File: src/rtl/branch_resolve_ctrl.sv
// branch_resolve_ctrl
//   Decode-stage branch sequencer for the 5-stage RV32I core.
//   - Stalls F/D while a branch source operand is produced by an E-stage
//     instruction or by an M-stage load.
//   - Forwards M-stage ALU results into the branch comparator and resolves
//     BEQ/BNE/BLT/BGE/BLTU/BGEU.
//   - On a taken branch, holds a registered redirect to fetch under a
//     valid/ready handshake.
//   - Keeps wrapping statistics counters for the debug header.
//
// Ports
//   clk, rstn                        clock, async active-low reset
//   branchD, funct3D                 branch in decode and its condition
//   rs1D, rs2D, rd1D, rd2D           source indices and register-file data
//   pcD, immD                        branch PC and B-immediate
//   regwriteE, memtoregE, writeregE  E-stage producer info
//   regwriteM, memtoregM, writeregM  M-stage producer info
//   aluoutM                          M-stage ALU result
//   redirect_ready                   fetch accepts the redirect
//   stallF, stallD, flushD, flushE   pipeline control
//   br_takenD                        resolved outcome (resolve cycle only)
//   redirect_valid, redirect_pc      redirect request and target
//   br_count, br_taken_count,
//   br_stall_count                   statistics
//
// State table
//   IDLE     | resolving branches in decode, stalling on hazards
//   REDIRECT | taken target presented to fetch, waiting for ready
module branch_resolve_ctrl #(
  parameter int XLEN  = 32,
  parameter int CNT_W = 32
) (
  input  logic             clk,
  input  logic             rstn,
  input  logic             branchD,
  input  logic [2:0]       funct3D,
  input  logic [4:0]       rs1D,
  input  logic [4:0]       rs2D,
  input  logic [XLEN-1:0]  rd1D,
  input  logic [XLEN-1:0]  rd2D,
  input  logic [XLEN-1:0]  pcD,
  input  logic [XLEN-1:0]  immD,
  input  logic             regwriteE,
  input  logic             memtoregE,
  input  logic [4:0]       writeregE,
  input  logic             regwriteM,
  input  logic             memtoregM,
  input  logic [4:0]       writeregM,
  input  logic [XLEN-1:0]  aluoutM,
  input  logic             redirect_ready,
  output logic             stallF,
  output logic             stallD,
  output logic             flushD,
  output logic             flushE,
  output logic             br_takenD,
  output logic             redirect_valid,
  output logic [XLEN-1:0]  redirect_pc,
  output logic [CNT_W-1:0] br_count,
  output logic [CNT_W-1:0] br_taken_count,
  output logic [CNT_W-1:0] br_stall_count
);

  typedef enum logic {IDLE = 1'b0, REDIRECT = 1'b1} state_t;

  state_t state, state_nxt;

  logic            haz_e, haz_m, hazard;
  logic            fwd1, fwd2;
  logic [XLEN-1:0] op1, op2;
  logic            cond;
  logic            resolve, resolve_taken, stall_evt;

  // The load flag in E is deliberately unused: any E-stage writer blocks,
  // because its result is not available until it reaches M.
  assign haz_e = regwriteE && (writeregE != 5'd0) &&
                 ((writeregE == rs1D) || (writeregE == rs2D));
  assign haz_m = memtoregM && (writeregM != 5'd0) &&
                 ((writeregM == rs1D) || (writeregM == rs2D));
  assign hazard = branchD && (haz_e || haz_m);

  assign fwd1 = regwriteM && !memtoregM && (writeregM != 5'd0) && (writeregM == rs1D);
  assign fwd2 = regwriteM && !memtoregM && (writeregM != 5'd0) && (writeregM == rs2D);
  assign op1  = fwd1 ? aluoutM : rd1D;
  assign op2  = fwd2 ? aluoutM : rd2D;

  always_comb begin
    cond = 1'b0;
    case (funct3D)
      3'b000:  cond = (op1 == op2);
      3'b001:  cond = (op1 != op2);
      3'b100:  cond = ($signed(op1) <  $signed(op2));
      3'b101:  cond = ($signed(op1) >= $signed(op2));
      3'b110:  cond = (op1 <  op2);
      3'b111:  cond = (op1 >= op2);
      default: cond = 1'b0;
    endcase
  end

  assign resolve       = (state == IDLE) && branchD && !hazard;
  assign resolve_taken = resolve && cond;
  assign stall_evt     = (state == IDLE) && hazard;

  // Driven straight from the state flop so reset drops it asynchronously.
  assign redirect_valid = (state == REDIRECT);

  always_comb begin
    state_nxt = state;
    stallF    = 1'b0;
    stallD    = 1'b0;
    flushD    = 1'b0;
    flushE    = 1'b0;
    br_takenD = 1'b0;
    case (state)
      IDLE: begin
        if (stall_evt) begin
          stallF = 1'b1;
          stallD = 1'b1;
          flushE = 1'b1;
        end else if (resolve_taken) begin
          br_takenD = 1'b1;
          flushD    = 1'b1;
          state_nxt = REDIRECT;
        end
      end
      REDIRECT: begin
        // Fetch loads the redirect target ahead of stallF, so stallF here
        // only blocks sequential PC advance while the request is pending.
        stallF = 1'b1;
        flushD = 1'b1;
        if (redirect_ready) state_nxt = IDLE;
      end
      default: state_nxt = IDLE;
    endcase
  end

  always_ff @(posedge clk or negedge rstn) begin
    if (!rstn) begin
      state          <= IDLE;
      redirect_pc    <= '0;
      br_count       <= '0;
      br_taken_count <= '0;
      br_stall_count <= '0;
    end else begin
      state <= state_nxt;
      if (resolve_taken) begin
        redirect_pc    <= pcD + immD;
        br_taken_count <= br_taken_count + 1'b1;
      end
      if (resolve)   br_count       <= br_count + 1'b1;
      if (stall_evt) br_stall_count <= br_stall_count + 1'b1;
    end
  end

endmodule

File: config.mk
export PLATFORM = sky130hd
export DESIGN_NAME = branch_resolve_ctrl
export DESIGN_NICKNAME = d
export VERILOG_FILES = /design/src/rtl/branch_resolve_ctrl.sv
export SDC_FILE = /design/constraint.sdc
export NUM_CORES = 1
export LEC_CHECK = 0
export BUFFER_PORTS_ARGS = -buffer_cell sky130_fd_sc_hd__buf_2
export CAP_MARGIN = 0
export CORE_UTILIZATION = 55
export DETAILED_ROUTE_END_ITERATION = 6
export GPL_TIMING_DRIVEN = 1
export PLACE_DENSITY_LB_ADDON = 0.1
export RECOVER_POWER = 50
export SLEW_MARGIN = 20
export SYNTH_ARGS = -nofsm -noshare
export SYNTH_HDL_FRONTEND = slang
export SYNTH_SLANG_ARGS = --single-unit
File: constraint.sdc
create_clock -name clk -period 8.03 [get_ports clk]
set_input_delay 0.4015 -clock clk [delete_from_list [all_inputs] [get_ports clk]]
set_output_delay 0.4015 -clock clk [all_outputs]
set_load 0.02 [all_outputs]
==> impl_metrics.json, run 1 <==
{
  "power_frac_seq_pct": 36.0,
  "port_buffers": 323,
  "comb_power_share_pct": 28.2,
  "floorplan.initialDensity_pct": 56.1,
  "routed_wirelength_um": 22900,
  "clock_sinks": 129,
  "seq_area_um2": 3230,
  "timing.critical_path.fanout_max": 53,
  "worst_setup_path_category": "in2out",
  "dr.pass1.iters": 4,
  "timing.critical_path.to_type": "output port",
  "worst-slew-pin-transition_ps": 2830,
  "post_route_setup_slack_ps": 3000,
  "netlist.area_leader.share_pct": 36.5,
  "power.share.clock_pct": 35.8,
  "total_switching_power_uw": 841,
  "synth_sequential_area_ratio_pct": 36.5,
  "detail_route.vias_per_cell": 5.42,
  "worstPathRequired_ps": 7630,
  "max-vdd-ir-drop_uv": 197,
  "critical_path.top_delay_family": "buffers and inverters",
  "synthArstFlopShare_pct": 100,
  "setup_viol": 0,
  "cts.repair.resized": 0,
  "slew-limit-headroom_pct": -88.5,
  "stages_on_the_worst_setup_path": 17,
  "initialDrtViolationCount": 240,
  "antenna_found_initial": 0,
  "clock.fmax_ghz": 0.199,
  "m1WireLength_um": 9480,
  "grt_setup_unrepaired": "false",
  "critical_path.startpoint_type": "input port",
  "ys_seq_elements": 129,
  "clock_tree.root_cell": "clkbuf_16",
  "crit_path_cell_trace": "buf_2 > xor2_1 > nor3_1 > nand3_1 > nor2_4 > buf_12 > mux2i_1 > ha_1 > a21oi_1 > o21ai_0 > a221o_1 > a21oi_1 > o211a_1 > mux2i_1 > a31oi_4 > inv_2 > buf_2",
  "report.final.slew_viol_count": 48,
  "report.power.total_mw": 2.37,
  "cts_made_buffers": 17,
  "timing.reg2reg.worst_path_depth": 8,
  "yosys_warnings": 0,
  "clock_skew_ps": 14.7,
  "synth_xor_area_share_pct": 13.5,
  "yosys.area_share.adder_pct": 9.55,
  "cellLeakagePower_nw": 5.46,
  "yosys.cell_count.top_type": "dfrtp_1",
  "placement_rows": 46,
  "synth_compound_area_share_pct": 10.5,
  "floorplan.die.height_um": 129,
  "hpwlAfterDp_um": 17600,
  "area_delta_synth_final_pct": 27.0,
  "worst_hold_path_type": "in2reg",
  "first_pass_grt_wire_length_um": 35700,
  "cts_tree": "built",
  "grt_start_max_net_pins": 84,
  "die_width_um": 129,
  "placed_cell_area_um2": 10700,
  "nNetsFinal": 1511,
  "via_count": 8047,
  "route.antenna.remaining_nets": 0,
  "share_of_layout_cells_above_drive_strength_1_pct": 27.1,
  "gp_congestion": 0.912,
  "synth_edf_count": 0,
  "postSynthCellCount": 933,
  "cp_slowest_stage_delay_ps": 650,
  "synth_nets": 1191,
  "fin_tns_setup_ps": 0,
  "dp_worst_setup_slack_ps": 2660,
  "internal_power_mw": 1.53,
  "slowest_stage": "inv_2",
  "dr.max_layer_used": "met4",
  "crit_arrival_ps": 4630,
  "clock_insertion_delay_worst_skew_ps": 420,
  "netSwitchingFraction_pct": 35.5,
  "grt_overflow_total": 0,
  "holdBufCountCts": 0,
  "clockBufferDepth": 2,
  "outcome": "finished, violations left",
  "power.density_nw_per_um2": 211,
  "cts.repair_timing.setup_buffer_count": 0,
  "hold_violations": 0,
  "dr_wl_met3_um": 1280,
  "synth_top_cell_by_area": "dfrtp_1",
  "met2_wirelength_um": 11500,
  "dominant_combinational_cell_family_by_area_after_synthesis": "simple AND/OR/NAND/NOR gates",
  "holdPathStages": 2,
  "max_cap_violations": 1,
  "synth_area_leaders": "dfrtp_1, ha_1, xnor2_1",
  "postSynth.topFlopCell": "dfrtp_1",
  "grt_util_all_layers_pct": 27.3,
  "synth.area.mux_share_pct": 8.41,
  "design_area_um2": 11200,
  "design.die.area_um2": 16600,
  "fp.coreArea_um2": 15800,
  "fin_crit_ps": 5030,
  "synth.distinct_cells": 60,
  "final.fill_count": 1293,
  "ios": 325,
  "postSynthAreaPerCell_um2": 9.49,
  "post_synth_most_frequent_cells": "dfrtp_1, nand2_1, xnor2_1, nor2_1, ha_1",
  "critPathBufInv": 4,
  "route.detailed.wl_per_inst_um": 15.4,
  "post_synth_and_or_nand_nor_area_fraction_pct": 19.4,
  "drc": 0,
  "multiInputGateArea_um2": 5450,
  "grt_pass1_vias": 7670,
  "cts_htree_levels": 4,
  "post_synth_instance_area_um2": 8850,
  "final.period_utilization_pct": 62.6,
  "clk_pin_slew_worst_paths_ps": 60,
  "failed_checks": "max-capacitance violations, max-slew violations"
}
## layout by cell type, fill, tap and decap left out, drive strengths merged, types with 30 or more instances in the layout
master | synthesis | routed
nand2 | 90 | 90
mux2 | 35 | 35
mux2i | 35 | 35
buf | 12 | 259
xnor2 | 85 | 85
clkbuf | 14 | 85
dfrtp | 129 | 129
a21oi | 48 | 48
nor2 | 70 | 70
xor2 | 50 | 50
nand3 | 46 | 46
nand4 | 33 | 33
o21ai | 30 | 30
ha | 66 | 66
## power by group through the flow
stage / registers [mW] / logic, mW / clock network, mW
2_1_floorplan: 0.970 / 0.315 / 0
3_3_place_gp: 0.858 / 0.679 / 0
3_5_place_dp: 0.859 / 0.690 / 0
4_1_cts: 0.849 / 0.693 / 0.859
5_1_grt: 0.871 / 0.732 / 0.894
6_report: 0.854 / 0.667 / 0.848
## cells by family after synthesis
kind of cell               after synthesis
AOI/OAI and AO/OA                      144
xor gates and xnor gates               135
and+or+nand+nor                        344
adders and majority gates               67
DFF                                    129
muxes                                   70
buffers and inverters                   44
## layer usage
metal	vias to the layer above	track usage [%]
li1	4008	-
met1	3761	31.8
met2	231	48.6
met3	47	6.74
met4	0	9.90
met5	-	0
## final timing paths
path / endpoint / slack (ps) / from
max in group asynchronous: redirect_pc[23] / 5270 / rstn
max reg2reg: br_taken_count[29] / 5410 / br_taken_count[10]
min: redirect_valid / 160 / redirect_ready
min in group asynchronous: br_stall_count[5] / 870 / rstn
min reg2reg: br_stall_count[31] / 460 / br_stall_count[31]
max: br_takenD / 3000 / rs2D[2]
## per-stage QoR
| stage | hold slack (ps) | utilization (%) | cells |
|---|---|---|---|
| finish | 160 | 71.3 | 1484 |
| global route | 171 | 71.3 | 1482 |
| CTS | 27.3 | 71.7 | 1481 |
| detailed placement | 453 | 67.6 | 1449 |
| global placement | 446 | 67.6 | 1449 |
| floorplan | 106 | - | 933 |
## area by class of cell
class                      instances  share of cell area, %
sequential                       129                   28.7
clock buffer                      17                   3.78
inverter                          18                  0.601
antenna                            2                 0.0445
clock inverter                    15                   1.94
timing repair buffer             327                   14.0
tap                              216                   2.40
multi-input combinational        760                   48.5
## flip-flops by register name (all words and copies together), names as in the netlist
signal / flops
br_stall_count: 32
redirect_pc: 32
redirect_valid: 1
br_count: 32
br_taken_count: 32
Power figures use the tool's default switching activity.
==> run 2, diff against run 1 <==
--- a/config.mk
+++ b/config.mk
@@ -5,9 +5,10 @@
 export SDC_FILE = /design/constraint.sdc
 export NUM_CORES = 1
 export LEC_CHECK = 0
+export ABC_AREA = 1
 export BUFFER_PORTS_ARGS = -buffer_cell sky130_fd_sc_hd__buf_2
 export CAP_MARGIN = 0
-export CORE_UTILIZATION = 55
+export CORE_UTILIZATION = 48
 export DETAILED_ROUTE_END_ITERATION = 6
 export GPL_TIMING_DRIVEN = 1
 export PLACE_DENSITY_LB_ADDON = 0.1
==> constraint.sdc (replaced) <==
create_clock -name clk -period 4.56 [get_ports clk]
set_input_delay 0.228 -clock clk [delete_from_list [all_inputs] [get_ports clk]]
set_output_delay 0.228 -clock clk [all_outputs]
set_load 0.02 [all_outputs]
==> impl_metrics.json, run 2 <==
{
  "cts.repair.resized": 0,
  "placement_rows": 54,
  "clock_skew_ps": 12.9,
  "timing.reg2reg.setup_slack_ps": 2130,
  "max_cap_violations": 1,
  "floorplan.initialDensity_pct": 49.5,
  "cellLeakagePower_nw": 6.82,
  "outcome": "finished, violations left",
  "report.final.slew_viol_count": 102,
  "antenna_cells": 0,
  "post_synth_most_frequent_cells": "nand2_1, nor2_1, inv_1, dfrtp_1, xor2_1",
  "grt_start_max_net_pins": 102,
  "final_common_cell": "nand2_1",
  "multiInputGateArea_um2": 6840,
  "clock_sinks": 129,
  "yosys.cell_count.top_type": "nand2_1",
  "die_width_um": 153,
  "route.detailed.wl_per_inst_um": 14.9,
  "number_of_cells_after_detailed_placement": 2208,
  "report.power.total_mw": 5.02,
  "floorplan.die.height_um": 153,
  "postSynth.topFlopCell": "dfrtp_1",
  "nNetsFinal": 2207,
  "timing.critical_path.fanout_max": 36,
  "fin_crit_ps": 3950,
  "grt_util_all_layers_pct": 28.8,
  "grt_pass1_vias": 11209,
  "design.die.area_um2": 23400,
  "worst_hold_path_type": "in2reg",
  "worst_setup_path_endpoint": "flushD",
  "ios": 325,
  "synth_nets": 1897,
  "postSynthCellCount": 1639,
  "synth_top_cell_by_area": "dfrtp_1",
  "timing.reg2reg.worst_path_depth": 8,
  "slowest_stage": "nor4_1",
  "power.density_nw_per_um2": 380,
  "via_count": 11783,
  "synth.distinct_cells": 43,
  "post_synth_instance_area_um2": 10900,
  "yosys_warnings": 0,
  "route.antenna.remaining_nets": 0,
  "stages_on_the_worst_setup_path": 23,
  "final_cells": 2242,
  "netlist.area_leader.share_pct": 29.5,
  "final.hold.worst_slack_ps": 167,
  "cts_htree_levels": 4,
  "timing.critical_path.to_type": "output port",
  "crit_arrival_ps": 3720,
  "synth_sequential_area_ratio_pct": 29.5,
  "dr.pass1.iters": 5,
  "critical_path.top_delay_family": "simple AND/OR/NAND/NOR gates",
  "final.fill_count": 2290,
  "share_of_layout_cells_above_drive_strength_1_pct": 14.0,
  "first_pass_grt_wire_length_um": 54800,
  "clock_insertion_delay_worst_skew_ps": 420,
  "crit_path_frequent_cell": "nand2_1",
  "mostFrequentLayoutCells": "nand2_1, buf_2, nor2_1",
  "synthArstFlopShare_pct": 100,
  "port_buffers": 323,
  "gp_congestion": 0.938,
  "hpwlAfterDp_um": 26100,
  "regToRegStartpoint": "redirect_valid",
  "critical_path.startpoint_type": "input port",
  "clk_pin_slew_worst_paths_ps": 70,
  "crit_path_cell_trace": "buf_2 > xor2_1 > nor4_1 > nand2_1 > buf_4 > nand2_1 > o21ai_0 > ha_1 > a21oi_1 > nor2_1 > nor2_1 > nand2_1 > nand2_1 > nand2_1 > nand2_1 > nand2_1 > nand2_1 > nand3_1 > nand2_1 > nand3_2 > nand2_2 > nand2_1 > buf_2",
  "clockBufferDepth": 2,
  "critPathBufInv": 3,
  "max-vdd-ir-drop_uv": 254,
  "detail_route.vias_per_cell": 5.26,
  "slew-limit-headroom_pct": -77.4,
  "cp-startpoint": "rs1D[2]",
  "seq_area_um2": 3230,
  "worstPathRequired_ps": 4330,
  "worst_setup_path_category": "in2out",
  "synth_edf_count": 0,
  "area_delta_synth_final_pct": 20.8,
  "hold_violations": 0,
  "crit-reg2reg-capture": "br_taken_count[17]",
  "cp_slowest_stage_delay_ps": 430,
  "initialDrtViolationCount": 738,
  "fin_tns_setup_ps": 0,
  "worst-slew-pin-transition_ps": 2660,
  "routed_wirelength_um": 33300,
  "cts_made_buffers": 17,
  "clock.fmax_ghz": 0.253,
  "antenna_found_initial": 0,
  "ys_seq_elements": 129,
  "failed_checks": "max-capacitance violations, max-slew violations",
  "setup_viol": 0,
  "postSynthAreaPerCell_um2": 6.67,
  "clock_tree.root_cell": "clkbuf_16",
  "cts_tree": "built",
  "grt_overflow_total": 0,
  "final.period_utilization_pct": 86.6,
  "grt_setup_unrepaired": "false",
  "fp.coreArea_um2": 22100,
  "synth_area_leaders": "dfrtp_1, nand2_1, xor2_1",
  "drc": 0
}
run 2: changes by cell type after synthesis, sizes merged, moves of 36 or more:
cell / delta
nand2: +437
inv: +145
nor2: +96
o21ai: +68
xnor2: -65
xor2: +53
nand3: +50
a21oi: +36
run 2: metrics by stage:
stage / setup slack (ps) / instance area, µm² / util [%]
floorplan: 1230 / 10900 / -
global placement: 496 / 12700 / 57.7
detailed placement: 360 / 12700 / 57.7
CTS: 590 / 13300 / 60.4
global route: 123 / 13200 / 59.8
finish: 610 / 13200 / 59.8
run 2: what timing repair did:
item / in CTS / in global routing
hold buffers: 2 / 0
endpoints found under the hold margin: 37 / 0
setup buffers: 0 / 0
run 2: worst min-delay path by stage:
stage	from	endpoint	slack, ps	cells past startpoint
5_1_grt	immD[0]	redirect_pc[0]	180	4
3_5_place_dp	redirect_ready	redirect_valid	410	2
4_1_cts	immD[0]	redirect_pc[0]	150	4
6_report	immD[0]	redirect_pc[0]	170	4
2_1_floorplan	rstn	br_count[0]	-70	0
3_3_place_gp	redirect_ready	redirect_valid	410	2
run 2: final cells by class:
| cell class | instances | area share, % |
|---|---|---|
| Multi-Input combinational cell | 1302 | 51.8 |
| Sequential cell | 129 | 24.4 |
| Timing Repair Buffer | 336 | 12.1 |
| Inverter | 163 | 4.63 |
| Clock buffer | 18 | 3.25 |
| Tap cell | 280 | 2.65 |
| Clock inverter | 14 | 1.16 |
run 2: where the power goes:
part / total [mW] / switching (mW) / internal (mW)
registers: 1.77 / 0.318 / 1.45
clock network: 1.38 / 0.563 / 0.814
logic: 1.87 / 1.30 / 0.568
run 2: layer usage:
metal  global-route usage (%)  part of all wire [%]  vias to the layer above
met2                     48.3                    47                      366
met1                     38.0                    45                     5414
met4                     8.99                   2.4                        0
li1                         -                     -                     5940
met5                        0                     0                        -
met3                     4.73                   5.3                       63
run 2: kinds of logic after synthesis:
group / Yosys count / synth area share [%]
flip-flops: 129 / 29.5
multiplexers: 6 / 0.584
AO/OA/AOI/OAI: 204 / 9.89
AND/OR/NAND/NOR: 902 / 34.4
XOR/XNOR: 123 / 9.86
adder cells (fa/ha/maj): 67 / 7.74
buffers and inverters: 208 / 7.96
run 2: worst min-delay path, cell delays in order:
cell	delay, ps
buf_2	80
ha_1	110
nand3_1	80
nand2_1	70
==> run 3, diff against run 2 <==
==> constraint.sdc (replaced) <==
create_clock -name clk -period 4.56 [get_ports clk]
set_input_delay 0.228 -clock clk [delete_from_list [all_inputs] [get_ports clk]]
set_output_delay 0.228 -clock clk [all_outputs]
set_load 0.1 [all_outputs]
==> impl_metrics.json, run 3 (synthesized netlist as in run 2, its figures left out) <==
{
  "cts_tree": "built",
  "report.final.slew_viol_count": 102,
  "via_count": 11739,
  "clock.fmax_ghz": 0.245,
  "final_common_cell": "nand2_1",
  "nNetsFinal": 2207,
  "grt_pass1_vias": 11297,
  "fin_crit_ps": 4080,
  "placed_cell_area_um2": 12700,
  "holdPathStages": 4,
  "antenna_found_initial": 0,
  "area_delta_synth_final_pct": 21.0,
  "dr.pass1.iters": 5,
  "grt_util_all_layers_pct": 29.0,
  "slew-limit-headroom_pct": -67.5,
  "number_of_cells_after_detailed_placement": 2208,
  "fp.coreArea_um2": 22100,
  "grt_overflow_total": 0,
  "clockBufferDepth": 2,
  "design_area_um2": 13200,
  "clock_sinks": 129,
  "floorplan.die.height_um": 153,
  "final.fill_count": 2220,
  "fin_tns_setup_ps": 0,
  "dp_worst_setup_slack_ps": 470,
  "drc": 0,
  "report.power.total_mw": 6.93,
  "clock_tree.root_cell": "clkbuf_16",
  "worst_hold_path_type": "in2reg",
  "cts_made_buffers": 17,
  "route.detailed.wl_per_inst_um": 14.7,
  "crit_arrival_ps": 3850,
  "cts_htree_levels": 4,
  "setup_viol": 0,
  "multiInputGateArea_um2": 6840,
  "mostFrequentLayoutCells": "nand2_1, buf_2, nor2_1",
  "seq_area_um2": 3230,
  "power_frac_seq_pct": 25.4,
  "gp_congestion": 0.921,
  "power.share.clock_pct": 20.0,
  "route.antenna.remaining_nets": 0,
  "antenna_cells": 0,
  "detail_route.vias_per_cell": 5.24,
  "share_of_layout_cells_above_drive_strength_1_pct": 14.6,
  "netSwitchingFraction_pct": 59.3,
  "hpwlAfterDp_um": 25800,
  "die_width_um": 153,
  "grt_start_max_net_pins": 102,
  "comb_power_share_pct": 54.6,
  "hold_violations": 0,
  "final.period_utilization_pct": 89.5,
  "timing.critical_path.to_type": "output port",
  "failed_checks": "max-capacitance violations, max-slew violations",
  "design.die.area_um2": 23400,
  "port_buffers": 323,
  "placement_rows": 54,
  "worst_setup_path_category": "in2out",
  "max_cap_violations": 1,
  "critical_path.startpoint_type": "input port",
  "outcome": "finished, violations left",
  "floorplan.initialDensity_pct": 49.5,
  "timing.reg2reg.worst_path_depth": 7,
  "post_route_setup_slack_ps": 477,
  "internal_power_mw": 2.82,
  "worstPathRequired_ps": 4330,
  "routed_wirelength_um": 32900,
  "cellLeakagePower_nw": 6.86,
  "worst-slew-pin-transition_ps": 2510,
  "initialDrtViolationCount": 790,
  "max-vdd-ir-drop_uv": 490,
  "final_cells": 2242,
  "grt_setup_unrepaired": "false",
  "ios": 325,
  "power.density_nw_per_um2": 524,
  "timing.critical_path.fanout_max": 36,
  "total_switching_power_mw": 4.11,
  "clock_skew_ps": 11.9,
  "first_pass_grt_wire_length_um": 55200,
  "clk_pin_slew_worst_paths_ps": 60,
  "clock_insertion_delay_worst_skew_ps": 430
}
## run 3: cell types whose count changed in the layout (fill, tap and decap cells not counted)
cell | previous run | this run
clkinvlp_4 | 1 | 5
inv_6 | 6 | 3
clkbuf_1 | 109 | 97
clkinv_2 | 3 | 1
clkinv_4 | 2 | 3
buf_2 | 214 | 226
## run 3: cell type report
| cell class | instances | area share (%) |
|---|---|---|
| Tap cell | 280 | 2.65 |
| Multi-Input combinational cell | 1302 | 51.7 |
| Inverter | 163 | 4.63 |
| Sequential cell | 129 | 24.4 |
| Clock buffer | 18 | 3.25 |
| Timing Repair Buffer | 336 | 12.2 |
| Clock inverter | 14 | 1.17 |
## run 3: per-stage QoR
stage	util, %	hold slack [ps]
global placement	57.7	400
floorplan	-	-67.6
detailed placement	57.7	406
finish	59.9	144
CTS	60.4	145
global route	59.9	181
## run 3: critical path: stages
cell     delay [ps]
buf_2           120
xor2_1          160
nor4_1          410
nand2_1         370
buf_4           350
o21ai_0         250
ha_1            290
a21o_1          180
nor2_1          140
nand2_1          80
nand2_1          60
nand2_1          50
nand2_1         110
nand3_1         100
nand3_1         100
nand2_1          60
nand3_2          90
nand2_2         140
nand2_1         110
buf_2           430
## run 3: per-layer routing
layer	track usage, %	vias up	share of wire [%]
met5	0	-	0
met4	9.19	0	2.2
met3	5.16	50	6.5
met2	47.9	431	47
met1	38.6	5330	45
li1	-	5928	-
## run 3: repair_timing
| item | 4_1_cts | 5_1_grt |
|---|---|---|
| buffers inserted | 0 | 0 |
| hold endpoints to repair | 101 | 0 |
| endpoints found under the setup margin | 0 | 0 |
| resized for setup | 0 | 0 |
| hold buffers | 2 | 0 |
## run 3: path summary, 6_finish.rpt
| path | from | endpoint | slack (ps) |
|---|---|---|---|
| max | rs1D[2] | flushD | 480 |
| min | immD[0] | redirect_pc[0] | 140 |
| max reg2reg | redirect_valid | br_count[25] | 1670 |
| min reg2reg | redirect_pc[28] | redirect_pc[28] | 470 |
| max in group asynchronous | rstn | redirect_pc[30] | 1900 |
| min in group asynchronous | rstn | br_count[12] | 1130 |
## run 3: power groups by stage
stage               clock network [mW]  registers, mW  logic, mW
CTS                               1.40           1.75       3.88
global route                      1.45           1.81       4.00
detailed placement                   0           1.76       3.87
finish                            1.38           1.76       3.79
global placement                     0           1.76       3.84
floorplan                            0           3.93      0.923
